==> config.mk <==
export PLATFORM = sky130hd
export DESIGN_NAME = udc_host_sequencer
export DESIGN_NICKNAME = d
export VERILOG_FILES = /design/src/rtl/udc_host_sequencer.sv
export SDC_FILE = /design/constraint.sdc
export NUM_CORES = 1
export LEC_CHECK = 0
export ABC_AREA = 1
export CAP_MARGIN = 20
export CELL_PAD_IN_SITES_DETAIL_PLACEMENT = 0
export CELL_PAD_IN_SITES_GLOBAL_PLACEMENT = 1
export CORE_MARGIN = 1.5
export CORE_UTILIZATION = 38
export DETAILED_ROUTE_END_ITERATION = 16
export PLACE_DENSITY_LB_ADDON = 0.1
export SLEW_MARGIN = 20
export SYNTH_ARGS = -nofsm -noshare
export SYNTH_HDL_FRONTEND = slang
export SYNTH_SLANG_ARGS = --single-unit
==> constraint.sdc <==
create_clock -name clk -period 2.79 [get_ports clk]
set_input_delay 0.4185 -clock clk [delete_from_list [all_inputs] [get_ports clk]]
set_output_delay 0.4185 -clock clk [all_outputs]
set_load 0.02 [all_outputs]
==> src/rtl/udc_host_sequencer.sv <==
// Host-side sequencer for an up/down counter peripheral: on each request it
// resets the counter, writes PLR/ULR/LLR/CCR, reads them back for
// verification, optionally starts a count and reports a 2-bit status.
module udc_host_sequencer #(
    parameter logic [15:0] TIMEOUT = 16'd4096
) (
    input  logic       clk,
    input  logic       reset,
    input  logic       req_valid,
    output logic       req_ready,
    input  logic [7:0] req_plr,
    input  logic [7:0] req_ulr,
    input  logic [7:0] req_llr,
    input  logic [7:0] req_ccr,
    output logic       rsp_valid,
    input  logic       rsp_ready,
    output logic [1:0] rsp_status,
    output logic       udc_rst,
    output logic       ncs,
    output logic       nwr,
    output logic       nrd,
    output logic       a1,
    output logic       a0,
    output logic [7:0] udc_dout,
    output logic       udc_oe,
    input  logic [7:0] udc_din,
    output logic       start,
    input  logic       udc_err,
    input  logic       udc_ec
);

    typedef enum logic [2:0] {
        IDLE, RST, WR, RD, GAP, START, WAIT, RESP
    } state_t;

    localparam logic [1:0] ST_DONE     = 2'b00;
    localparam logic [1:0] ST_CNT_ERR  = 2'b01;
    localparam logic [1:0] ST_MISMATCH = 2'b10;
    localparam logic [1:0] ST_TIMEOUT  = 2'b11;

    state_t      state;
    logic [1:0]  idx;
    logic        mismatch;
    logic [15:0] timer;
    logic [7:0]  req_byte [4];

    wire accept = (state == IDLE) && req_valid && req_ready;

    // Capture the four register bytes when a request is accepted.
    // NOTE: this is pure data storage qualified by the FSM, so it carries no
    // reset; every byte is rewritten before it is ever driven or compared.
    always_ff @(posedge clk) begin
        if (accept) begin
            req_byte[0] <= req_plr;
            req_byte[1] <= req_ulr;
            req_byte[2] <= req_llr;
            req_byte[3] <= req_ccr;
        end
    end

    // Main sequencer: state, bus strobes and response, all registered.
    // NOTE: every sequential assignment is non-blocking so all outputs change
    // together on the edge and readers in the same cycle see old values.
    always_ff @(posedge clk) begin
        if (!reset) begin
            state      <= IDLE;
            idx        <= 2'd0;
            mismatch   <= 1'b0;
            timer      <= 16'd0;
            req_ready  <= 1'b0;
            rsp_valid  <= 1'b0;
            rsp_status <= ST_DONE;
            udc_rst    <= 1'b1;
            ncs        <= 1'b1;
            nwr        <= 1'b1;
            nrd        <= 1'b1;
            {a1, a0}   <= 2'd0;
            udc_dout   <= 8'h00;
            udc_oe     <= 1'b0;
            start      <= 1'b0;
        end else begin
            case (state)
                IDLE: begin
                    req_ready <= 1'b1;
                    if (accept) begin
                        req_ready <= 1'b0;
                        mismatch  <= 1'b0;
                        ncs       <= 1'b0;
                        udc_rst   <= 1'b1;
                        state     <= RST;
                    end
                end
                RST: begin
                    udc_rst  <= 1'b0;
                    nwr      <= 1'b0;
                    udc_oe   <= 1'b1;
                    idx      <= 2'd0;
                    {a1, a0} <= 2'd0;
                    udc_dout <= req_byte[0];
                    state    <= WR;
                end
                WR: begin
                    if (idx == 2'd3) begin
                        // Release the write strobe before asserting read so
                        // the two never overlap.
                        nwr      <= 1'b1;
                        udc_oe   <= 1'b0;
                        udc_dout <= 8'h00;
                        nrd      <= 1'b0;
                        idx      <= 2'd0;
                        {a1, a0} <= 2'd0;
                        state    <= RD;
                    end else begin
                        idx      <= idx + 2'd1;
                        {a1, a0} <= idx + 2'd1;
                        udc_dout <= req_byte[idx + 2'd1];
                    end
                end
                RD: begin
                    if (udc_din != req_byte[idx]) begin
                        mismatch <= 1'b1;
                    end
                    if (idx == 2'd3) begin
                        nrd   <= 1'b1;
                        state <= GAP;
                    end else begin
                        idx      <= idx + 2'd1;
                        {a1, a0} <= idx + 2'd1;
                    end
                end
                GAP: begin
                    if (mismatch || udc_err || (req_byte[3] == 8'h00)) begin
                        rsp_status <= mismatch ? ST_MISMATCH :
                                      udc_err  ? ST_CNT_ERR  : ST_DONE;
                        rsp_valid  <= 1'b1;
                        ncs        <= 1'b1;
                        state      <= RESP;
                    end else begin
                        start <= 1'b1;
                        state <= START;
                    end
                end
                START: begin
                    start <= 1'b0;
                    timer <= 16'd0;
                    state <= WAIT;
                end
                WAIT: begin
                    timer <= timer + 16'd1;
                    // End-of-count wins over a simultaneous error flag.
                    if (udc_ec || udc_err || (timer == TIMEOUT - 16'd1)) begin
                        rsp_status <= udc_ec  ? ST_DONE    :
                                      udc_err ? ST_CNT_ERR : ST_TIMEOUT;
                        rsp_valid  <= 1'b1;
                        ncs        <= 1'b1;
                        state      <= RESP;
                    end
                end
                RESP: begin
                    if (rsp_ready) begin
                        rsp_valid <= 1'b0;
                        req_ready <= 1'b1;
                        state     <= IDLE;
                    end
                end
                default: state <= IDLE;
            endcase
        end
    end

endmodule

==> Yosys cells after proc, flatten, opt, wreduce, memory -nomap -nowiden <==
Memory sizes are Yosys's and may differ from the RTL's. A register that Yosys moved wholly into a read port is not among the register bits.
Index checks and enable logic that the tools add are counted.
{ "word_totals": {"ram_bits": 32, "input_bits": 46, "out_inout_bits": 20, "memories": 1, "register_bits": 42} }
{ "mem_list": {"columns": ["name", "depth", "width", "read_ports", "rd_clocked_by_memory_dff", "wr", "line_no", "source"], "rows": [
  ["req_byte", 4, 8, 4, 1, 4, "45", "logic [7:0] req_byte [4];"]
]} }
{ "classes": {"n_eq_ne": 19, "addsub": 2, "muxes": 50, "reduce_logical": 30} }
{ "op_table": {"columns": ["cell", "count"], "rows": [
  ["one-hot mux 16 bit (2 select lines)", 1],
  ["one-hot mux 3 bit (8 select lines)", 1],
  ["two-way mux 2 bit", 10],
  ["two-way mux 1 bit", 18],
  ["inequality test 2 bit, second input constant", 9],
  ["adder 16 x 1 -> 16 bit, second input constant", 1],
  ["equality test 16 x 12 -> 1 bit, second input constant", 1],
  ["one-hot mux 8 bit (2 select lines)", 1],
  ["nonzero test 2 bit", 8],
  ["two-way mux 3 bit", 5],
  ["one-hot mux 1 bit (2 select lines)", 7],
  ["equality test 3 bit, second input constant", 4],
  ["one-hot mux 1 bit (3 select lines)", 4],
  ["AND reduction 2 bit", 5],
  ["AND reduction 3 bit", 3],
  ["nonzero test 3 bit", 3],
  ["logical NOT 8 bit", 1],
  ["two-way mux 8 bit", 1],
  ["inequality test 8 bit", 1],
  ["AND reduction 4 bit", 2],
  ["equality test 3 x 2 -> 1 bit, second input constant", 2],
  ["one-hot mux 2 bit (3 select lines)", 1],
  ["AND reduction 5 bit", 1],
  ["logical OR 1 bit", 4],
  ["other kinds (6)", 7]
]} }

==> Longest topological paths before layout <==
{ "depth": {"ltp_word": 5, "mapped_depth": 13, "depth_no_buf": 12} }

==> Worst setup path before layout <==
Ideal clock, no wire load.
{ "synth_path": {"path_kind": "register to register", "startpoint": "register state[0]", "endpoint": "register ncs", "setup_slack_ns": 0.785, "stages_incl_launch_ff": 10, "arrival_ns": 1.872, "setup_time_ns": 0.133, "period_less_slack_ns": 2.005, "path_buffers": 1, "cell_sequence": "dfxtp_1 buf_4 inv_1 nand2_1 nor2_4 nand3_2 inv_1 o211ai_1 nand2_1 nand3_1"} }
{ "synth_between": {"elab_chain_cells": 5, "word_cells_on_any_way": 11, "classes_between": "eq/ne (5); mux (1); reduce/logical (5)"} }
{ "synth_lines": {"columns": ["item", "line_no", "source"], "rows": [
  ["start, declared", "41", "state_t state;"],
  ["start signal, assigned", "66", "state <= IDLE;"],
  ["start signal, assigned", "90", "state <= RST;"],
  ["start signal, assigned", "100", "state <= WR;"],
  ["logical NOT 3 bit", "47", "wire accept = (state == IDLE) && req_valid && req_ready;"],
  ["logical AND 1 bit (2 in series)", "47", null],
  ["named net accept", "47", null],
  ["inequality test 2 bit (no source line)", null, null],
  ["AND reduction 4 bit (no source line)", null, null],
  ["end signal, assigned", "74", "ncs <= 1'b1;"],
  ["end signal, assigned", "88", "ncs <= 1'b0;"],
  ["end signal, assigned", "136", "ncs <= 1'b1;"],
  ["end, declared", "19", "output logic ncs,"]
]} }
The timed path passes the listed nets, and every way through them passes these cells.
A chain may end at the register's enable or synchronous reset.

==> impl_metrics.env <==
export IMPL_slowest_delay_ns=0.68
export IMPL_yosys_area_top_type="edfxtp_1"
export IMPL_ys_seq_area_frac=0.498
export IMPL_final_layout_size_suffix_gt1_frac=0.0800
export IMPL_ys_types=36
export IMPL_stdcell_area_um2=4620
export IMPL_crit_type="reg -> out"
export IMPL_rsz0062_at_grt="false"
export IMPL_cts_buffers=9
export IMPL_arrival_ns=1.52
export IMPL_worst_ep_required_time_ns=2.37
export IMPL_layout_cells_non_filler=654
export IMPL_rows=35
export IMPL_power_per_cell_area_nw_per_um2=811
export IMPL_viasPerCell=4.98
export IMPL_grt_overflow=0
export IMPL_p_leak_nw=1.75
export IMPL_n_antenna_cell=0
export IMPL_post_cts_resized=0
export IMPL_min_period_ns=1.94
export IMPL_drt_iter0_markers=173
export IMPL_met1_usage=0.277
export IMPL_cts_root_buf="clkbuf_8"
export IMPL_gp_congestion=0.902
export IMPL_core_um2=9240
export IMPL_synth_most_common_cell="nand2_1"
export IMPL_drv_cap=0
export IMPL_synth_edf_count=32
export IMPL_max_freq_mhz=516
export IMPL_ios=66
export IMPL_wl_per_cell_um=14.3
export IMPL_numPortBuffers=65
export IMPL_synthTopCellsByArea="edfxtp_1, dfxtp_1, nand2_1, o21ai_0, nand3_1"
export IMPL_synth_cells=452
export IMPL_cp_end_kind="output pin"
export IMPL_slew_headroom=0.604
export IMPL_ys_ff_latch=74
export IMPL_setup_viol=0
export IMPL_grt_util_met2=0.299
export IMPL_antenna_found_initial=0
export IMPL_hold_buffers=0
export IMPL_first_pass_iters=5
export IMPL_finalCritPeriodShare=0.695
export IMPL_cp_slowest_cell="clkdlybuf4s50_1"
export IMPL_vias=3256
export IMPL_grt_max_degree=33
export IMPL_synth_flop_cell="dfxtp_1"
export IMPL_startpoint_type="flop"
export IMPL_path_max_fanout=9
export IMPL_clk_pin_slew_ns=0.08
export IMPL_synth_warnings=0
export IMPL_status="completed"
export IMPL_dpl_hpwl_mm=6.65
export IMPL_dpl_instance_area_um2=4390
export IMPL_cts_setup_buffers=0
export IMPL_cts_tree="done"
export IMPL_die_area_um2=10100
export IMPL_worst_pin_slew_ns=0.594
export IMPL_h_tree_depth=3
export IMPL_synth_top_area_share=0.266
export IMPL_whs_ns=0.460
export IMPL_async_reset_ff_frac=0
export IMPL_path_buf_inv=1
export IMPL_path_cells="clkdlybuf4s50_1"
export IMPL_final_setup_skew_ns=0.0117
export IMPL_hold_viol_final=0
export IMPL_tns_ns=0
export IMPL_wirelength_mm=9.35
export IMPL_synth_common_cells="nand2_1, o21ai_0, nor2_1, dfxtp_1, nand3_1"
export IMPL_peakVddDrop_mv=0.395
export IMPL_post_route_util=0.500
export IMPL_ant_nets=0
export IMPL_clkSinkCount=74
export IMPL_dp_cells=638
export IMPL_initial_utilization=0.391
export IMPL_hp_class="reg -> reg"
export IMPL_syn_num_nets=500
export IMPL_nNetsFinal=568
export IMPL_netlist_area_um2=3620
export IMPL_avgSynthCellArea_um2=8.00
export IMPL_remaining_drc_errors=0
export IMPL_nFillCells=919
export IMPL_dieHeight_um=101
export IMPL_area_growth_pct=27.7
export IMPL_worst_skew_pair_late_latency_ns=0.35
export IMPL_maxSlewViolCount=0
export IMPL_grt_busiest_layer="met2"
export IMPL_grt_use_total=0.195
export IMPL_die_w_um=101
export IMPL_grtUsageMet3=0.0381
export IMPL_grt_first_pass_wirelength_mm=15.1
export IMPL_clock_path_buffers=2
export IMPL_cp_top_family="buffers and inverters"
export IMPL_grt_pass1_vias=2957
[placed cells by master, fill, tap and decap left out, drive strengths merged]
cell type	netlist	routed
nand2	117	117
clkdlybuf4s50	0	65
nor2	50	50
o21ai	47	47
dfxtp	42	42
inv	41	41
nand3	40	40
edfxtp	32	32
a21oi	30	30
clkbuf	5	11
o22ai	8	8
nor3	8	8
nand3b	5	5
buf	8	5
a211oi	4	4
nand4	4	4
clkinv	1	3
a22oi	2	2
ha	2	2
bufinv	0	2
a221oi	2	2
or2	1	1
a31oi	1	1
o211ai	1	1
a211o	1	1
clkinvlp	0	1
[area by class of cell]
class	instances	area, µm²	area share
Timing Repair Buffer	70	688	0.149
Sequential cell	74	1800	0.390
Multi-Input combinational cell	323	1580	0.342
Tap cell	129	161	0.0349
Clock buffer	11	153	0.0330
Inverter	42	161	0.0349
Clock inverter	5	76.3	0.0165
[state kept, by name (all words and copies together) (netlist names), named ones only]
register and count:
mismatch 1, nrd 1, idx 2, rsp_status 2
rsp_valid 1, nwr 1, req_byte 32, udc_oe 1
ncs 1, udc_rst 1, req_ready 1, timer 16
udc_dout 8, state 3, start 1
[final timing paths]
check | from | to | slack (ns) | depth (start not counted)
setup / recovery | idx[0] | a0 | 0.85 | 1
hold / removal | nrd | nrd | 0.46 | 2
hold reg to reg | nrd | nrd | 0.46 | 2
setup reg to reg | timer[0] | state[0] | 0.94 | 8
[through the flow]
stage	total power, mW	worst slack (ns)
2_1_floorplan	2.32	0.785
3_3_place_gp	2.81	0.940
3_5_place_dp	2.82	0.894
4_1_cts	3.78	0.820
5_1_grt	3.99	0.764
6_report	3.75	0.851
[kinds of logic (layout without fill, tap and decap cells)]
kind of cell	count (synthesis)	count (layout)	synth area share
AOI/OAI and AO/OA	96	96	0.146
and+or+nand+nor	225	225	0.284
buffers and inverters	55	128	0.0657
DFF	74	74	0.498
adders and majority gates	2	2	0.00692
[report_power, final]
group          internal [mW]  total (mW)  switching (mW)
registers               1.34        1.50           0.158
logic                  0.503        1.29           0.785
clock network          0.554       0.957           0.403
total                   2.40        3.75            1.35
[per-layer routing]
layer | part of all wire | wire length (µm) | up-vias
met5 | 0 | 0 | -
met4 | 0.016 | 146 | 0
met3 | 0.050 | 464 | 12
met2 | 0.45 | 4180 | 88
met1 | 0.49 | 4560 | 1495
li1 | - | - | 1661
(Power assumes the default switching activity.)
